**src/rtl/fact_pkg.sv**
```systemverilog
// fact_pkg: shared types and constants for the factorial job scheduler
package fact_pkg;
  typedef enum logic [1:0] {S_IDLE, S_ISSUE, S_WAIT, S_RESP} sched_state_t;
  localparam int FACT_MAX_N = 12;
  localparam int FACT_W = 32;
endpackage

```
**src/rtl/fact_job_scheduler_rr_arbiter.sv**
```systemverilog
// rr_arbiter: combinational round-robin pick of the first request at or after ptr
module rr_arbiter #(
  parameter int NREQ = 4,
  parameter int PW = $clog2(NREQ)
) (
  input  logic [NREQ-1:0] req,
  input  logic [PW-1:0]   ptr,
  output logic [NREQ-1:0] grant,
  output logic [PW-1:0]   idx,
  output logic            any
);
  always_comb begin
    idx = '0;
    any = 1'b0;
    for (int k = NREQ - 1; k >= 0; k--)
      if (req[(int'(ptr) + k) % NREQ]) begin
        idx = PW'((int'(ptr) + k) % NREQ);
        any = 1'b1;
      end
  end
  assign grant = any ? NREQ'(1) << idx : '0;
endmodule

```
**src/rtl/fact_job_scheduler.sv**
```systemverilog
// fact_job_scheduler: round-robin sharing of one factorial engine with local bypass and watchdog
module fact_job_scheduler
  import fact_pkg::*;
#(
  parameter int NREQ = 4,
  parameter int NW = 8,
  parameter int TIMEOUT = 255,
  parameter int MAX_N = FACT_MAX_N
) (
  input  logic                clk,
  input  logic                rst,
  input  logic [NREQ-1:0]     req_valid,
  input  logic [NREQ*NW-1:0]  req_num,
  output logic [NREQ-1:0]     req_ready,
  output logic [NREQ-1:0]     rsp_valid,
  output logic [FACT_W-1:0]   rsp_result,
  output logic                rsp_error,
  output logic                eng_start,
  output logic [NW-1:0]       eng_num,
  input  logic                eng_done,
  input  logic [FACT_W-1:0]   eng_result,
  output logic                busy
);
  localparam int PW = $clog2(NREQ);
  sched_state_t state;
  logic [PW-1:0] rr_ptr, gidx, g;
  logic [NREQ-1:0] gnt;
  logic any;
  logic [NW-1:0] num_sel;
  logic [15:0] wdog, wdog_nxt;
  rr_arbiter #(.NREQ(NREQ), .PW(PW)) u_arb (
    .req(req_valid),
    .ptr(rr_ptr),
    .grant(gnt),
    .idx(gidx),
    .any(any)
  );
  assign num_sel = req_num[int'(gidx)*NW +: NW];
  assign req_ready = (state == S_IDLE && !rst) ? gnt : '0;
  assign busy = state != S_IDLE;
  assign wdog_nxt = wdog + 16'd1;
  // Response fields are loaded on the edge entering RESP and cleared on the way out.
  always_ff @(posedge clk) begin
    if (rst) begin
      state <= S_IDLE;
      rr_ptr <= '0;
      g <= '0;
      wdog <= '0;
      eng_start <= 1'b0;
      eng_num <= '0;
      rsp_valid <= '0;
      rsp_result <= '0;
      rsp_error <= 1'b0;
    end else begin
      eng_start <= 1'b0;
      rsp_valid <= '0;
      rsp_result <= '0;
      rsp_error <= 1'b0;
      case (state)
        S_IDLE:
          if (any) begin
            g <= gidx;
            rr_ptr <= (gidx == PW'(NREQ - 1)) ? '0 : gidx + PW'(1);
            if (num_sel <= NW'(1)) begin
              state <= S_RESP;
              rsp_valid <= gnt;
              rsp_result <= FACT_W'(1);
            end else if (num_sel > NW'(MAX_N)) begin
              state <= S_RESP;
              rsp_valid <= gnt;
              rsp_error <= 1'b1;
            end else begin
              state <= S_ISSUE;
              eng_start <= 1'b1;
              eng_num <= num_sel;
            end
          end
        S_ISSUE: begin
          state <= S_WAIT;
          wdog <= '0;
        end
        S_WAIT: begin
          wdog <= wdog_nxt;
          // done is tested first so a completion on the timeout cycle still succeeds
          if (eng_done) begin
            state <= S_RESP;
            rsp_valid <= NREQ'(1) << g;
            rsp_result <= eng_result;
            eng_num <= '0;
          end else if (wdog_nxt == 16'(TIMEOUT)) begin
            state <= S_RESP;
            rsp_valid <= NREQ'(1) << g;
            rsp_error <= 1'b1;
            eng_num <= '0;
          end
        end
        S_RESP: state <= S_IDLE;
        default: state <= S_IDLE;
      endcase
    end
  end
endmodule

```
**config.mk**
```make
export PLATFORM = sky130hd
export DESIGN_NAME = fact_job_scheduler
export DESIGN_NICKNAME = d
export VERILOG_FILES = /design/src/rtl/fact_pkg.sv /design/src/rtl/fact_job_scheduler_rr_arbiter.sv /design/src/rtl/fact_job_scheduler.sv
export SDC_FILE = /design/constraint.sdc
export NUM_CORES = 1
export LEC_CHECK = 0
export BUFFER_PORTS_ARGS = -buffer_cell sky130_fd_sc_hd__buf_4
export CAP_MARGIN = 10
export CORE_ASPECT_RATIO = 0.9
export CORE_UTILIZATION = 30
export CTS_CLUSTER_DIAMETER = 50
export DETAILED_ROUTE_END_ITERATION = 8
export GPL_ROUTABILITY_DRIVEN = 0
export SETUP_SLACK_MARGIN = 0.4
export SYNTH_ARGS = -nofsm -noshare
export SYNTH_HDL_FRONTEND = slang
export SYNTH_SLANG_ARGS = --single-unit
```
**constraint.sdc**
```tcl
create_clock -name clk -period 7.8 [get_ports clk]
set_input_delay 2.34 -clock clk [delete_from_list [all_inputs] [get_ports clk]]
set_output_delay 2.34 -clock clk [all_outputs]
set_load 0.02 [all_outputs]
```
==> metrics.md <==
| Metric | Value |
|---|---|
| Layout cells sized above 1 | 31.0% |
| Wire length on met2 | 3.93 mm |
| Slowest Stage Delay on Critical Path | about 0.47 ns |
| Initial antenna violation count | 0 |
| Port Buffers | ~120 |
| Worst Path Required | roughly 5.5 ns |
| Compound-gate portion of the synthesized area | 15.3% |
| Setup TNS | 0 ns |
| Final setup violation count | 0 |
| Final worst setup slack | approximately 1.6 ns |
| Syn Nets | around 470 |
| Failing checks | design-rule violations |
| Fin. max-slew vios | 0 |
| Seq pwr share | a little under a third |
| Synth-to-layout area growth | 40.4% |
| Die width | roughly 110 microns |
| Initial core utilization | between 30% and 40% |
| CTS sink cnt | between 60 and 70 |
| Die ar. | around 11000 sq um |
| Crit-path slowest cell | or3_1 |
| Main combinational cell family by area after synthesis | simple AND/OR/NAND/NOR gates |
| Total grt overflow | 0 |
| Ys Warns | 0 |
| Multi-input logic area | around 1700 sq um |
| Final worst-path cycle share | about 79% |
| Peak VDD IR | approximately 0.11 mV |
| Post-synth EDFFs | 0 |
| Post-synth ARST share | 0% |
| Seq. cell area | roughly 1400 sq um |
| Combinational group share of total power | between 30% and 40% |
| Max-cap viol count | 0 |
| Worst hold margin | around 0.43 ns |
| Pleak | approximately 2.0 nW |
| Syn Inst Count | 390 |
| Via density | 4.83 |
| Clk network pwr share | roughly 34% |
| First-pass GRT wire length | 13.4 mm |
| Switching share of total power | between 30% and 40% |
| Max Clock Skew | 0.00859 ns |
| Iteration-0 DRC Markers | 171 |
| Synth unique cells | 56 |
| CTS tree | done |
| Filler cell count | roughly 1000 |
| Number of routed nets with antenna violations | 0 |
| Clock root cell | clkbuf_16 |
| Post_cts resized | 0 |
| Clk buf depth | 2 |
| Die H | between 100 and 150 microns |
| # hold bufs at CTS | 0 |
| GRT Resource Usage Total | between 10% and 20% |
| Sequential fraction of the synthesis area | 42.0% |
| Cell mode on critical path | buf_4 |
| RSZ-0062 raised after global routing | no |
| DRC viols | 13 |
| Largest net degree at the start of global routing | 32 |
| Simple-Gate Fraction of Synth Area | between 20 and 30% |
| Met3 WL post-DR | about 520 microns |
| Fmax | between 150 and 200 MHz |
| Routed via count | between 3000 and 4000 |
| Worst path arrival time | 3.83 ns |
| Area share of xor/xnor cells in the synthesized design | ~1.9% |
| Final Util | between 40% and 50% |
| TritonRoute pass-1 iters | 7 |
| H-Tree Depth | 3 |
| CTS clk-pin slew, worst paths | 0.05 ns |
| Vias in the first global route | between 2000 and 3000 |
| Detailed-route wire length per cell | 13.1 microns |
| Top FF cell, synth | dfxtp_1 |
| Worst setup path class | input pin to output pin |
| FP Rows | 35 |
| Antenna diodes | 0 |
| Adder-cell share of the synthesized area | 3.09% |
| Slew margin rel. | about 47% |
| Synth Register Bits | 68 |
| Pre-CTS WS | 1.64 ns |
| Mean Syn Cell Area | ~8.3 sq um |
| Syn Std Cell Area | 3240 sq um |
| CORE AREA | about 10000 sq um |
| WL met1 | between 3 and 4 mm |
| Mux contribution to synthesized area | under 10% |
| Final wirelength | between 8 and 9 mm |
| Ports | between 100 and 150 |
| Hold Path Class | flip-flop to flip-flop |
| Total CTS buffers | 9 |
| Slew @ Worst Pin | 0.790 ns |
| Fin nets | 581 |
| CP Cell Sequence | buf_4 -> nor2b_2 -> nor2b_1 -> or3_1 -> inv_4 -> ha_1 -> nand2_1 -> inv_1 -> buf_4 |
| Placed wire-length estimate | approximately 6.2 mm |
| Setup bufs post-CTS | 0 |
| Power Internal | around 0.83 mW |
| Final critical-path required period | 6.17 ns |
| PD cells | about 280 nW/um^2 |
| CP Launch Type | input pin |
| Final hold viol count | 0 |
| Crit path capture type | output pin |
| Worst-path maximum fanout | 11 |
| Clock Latency Late Sink | roughly 0.33 ns |
| NetSw | approximately 0.44 mW |
| Max Used Layer | met4 |
| Status | finished, violations left |
## kinds of logic (layout without fill, tap and decap cells)
family / Yosys count / count (layout)
DFF: 68 / 68
buffers and inverters: 39 / 156
adders and majority gates: 8 / 8
muxes: 11 / 11
and+or+nand+nor: 182 / 182
xor gates and xnor gates: 7 / 7
AOI/OAI and AO/OA: 75 / 75
## cells in the final DEF, fill, tap and decap left out, types with 7 or more instances in the layout
cell / instances
buf_4: 121
dfxtp_1: 68
nand2_1: 53
and2_1: 32
a21oi_1: 26
nor2_1: 25
o21ai_0: 20
nand3_1: 17
inv_1: 16
nor3_1: 13
mux2i_1: 9
clkbuf_16: 9
nor2b_1: 8
nor4_1: 8
ha_1: 8
nand2b_1: 7
## cell usage after synthesis, types with 2 or more instances
library cell / instances / area, sq um
a21oi_1: 26 / 130
a2bb2oi_1: 4 / 35.0
a32oi_1: 2 / 17.5
and2_1: 32 / 200
and3_1: 3 / 18.8
buf_2: 2 / 10.0
clkbuf_1: 15 / 56.3
clkbuf_2: 2 / 10.0
dfxtp_1: 68 / 1360
ha_1: 8 / 100
inv_1: 16 / 60.1
inv_4: 2 / 12.5
mux2_2: 2 / 22.5
mux2i_1: 9 / 90.1
nand2_1: 53 / 199
nand2b_1: 7 / 43.8
nand3_1: 17 / 85.1
nand4_1: 2 / 12.5
nor2_1: 25 / 93.8
nor2b_1: 8 / 50.1
nor3_1: 13 / 65.1
nor4_1: 8 / 50.1
o211a_1: 2 / 20.0
o21ai_0: 20 / 100
o22ai_1: 5 / 31.3
or2_2: 2 / 12.5
or3_1: 3 / 18.8
xnor2_1: 5 / 43.8
xor2_1: 2 / 17.5
## state kept, by name (all words and copies together) (netlist names)
signal / flops
rr_ptr: 2
rsp_valid: 4
rsp_result: 32
g: 2
eng_start: 1
state: 2
wdog: 16
rsp_error: 1
eng_num: 8
## final timing paths
check,start,endpoint,slack [ns],depth (start not counted)
min,eng_num[4],eng_num[4],0.43,2
max reg2reg,wdog[0],state[1],5.02,8
min reg2reg,eng_num[4],eng_num[4],0.43,2
max,req_valid[2],req_ready[1],1.63,9
## metal layers
| metal | GRT usage (%) | vias to the layer above |
|---|---|---|
| met2 | 24.5 | 97 |
| li1 | - | 1574 |
| met5 | 0 | - |
| met1 | 19.2 | 1392 |
| met3 | 4.03 | 11 |
| met4 | 4.26 | 0 |
## through the flow
| stage | power [mW] | area, sq um | cells |
|---|---|---|---|
| floorplan | 0.708 | 3240 | 390 |
| global placement | 0.842 | 4230 | 620 |
| detailed placement | 0.847 | 4230 | 620 |
| CTS | 1.29 | 4550 | 636 |
| global route | 1.35 | 4550 | 636 |
| finish | 1.27 | 4550 | 636 |
## power by group through the flow
stage | registers [mW] | logic, mW | clock network [mW]
4_1_cts | 0.404 | 0.438 | 0.444
3_3_place_gp | 0.411 | 0.431 | 0
2_1_floorplan | 0.434 | 0.275 | 0
6_report | 0.404 | 0.435 | 0.435
3_5_place_dp | 0.412 | 0.435 | 0
5_1_grt | 0.409 | 0.484 | 0.460
## cell type report
class                           count  share of cell area (%)
Multi-Input combinational cell    283                    37.8
Sequential cell                    68                    29.9
Timing Repair Buffer              121                    19.9
Clock buffer                        9                    4.95
Tap cell                          129                    3.54
Clock inverter                      7                    2.17
Inverter                           19                    1.68
## critical path: cells and delay by family
kind / cells / cell delay [ns]
fa+ha+maj: 1 / 0.17
buf+inv: 4 / 0.49
simple gates: 4 / 0.81
No activity file was read; power rests on OpenSTA's default activity.
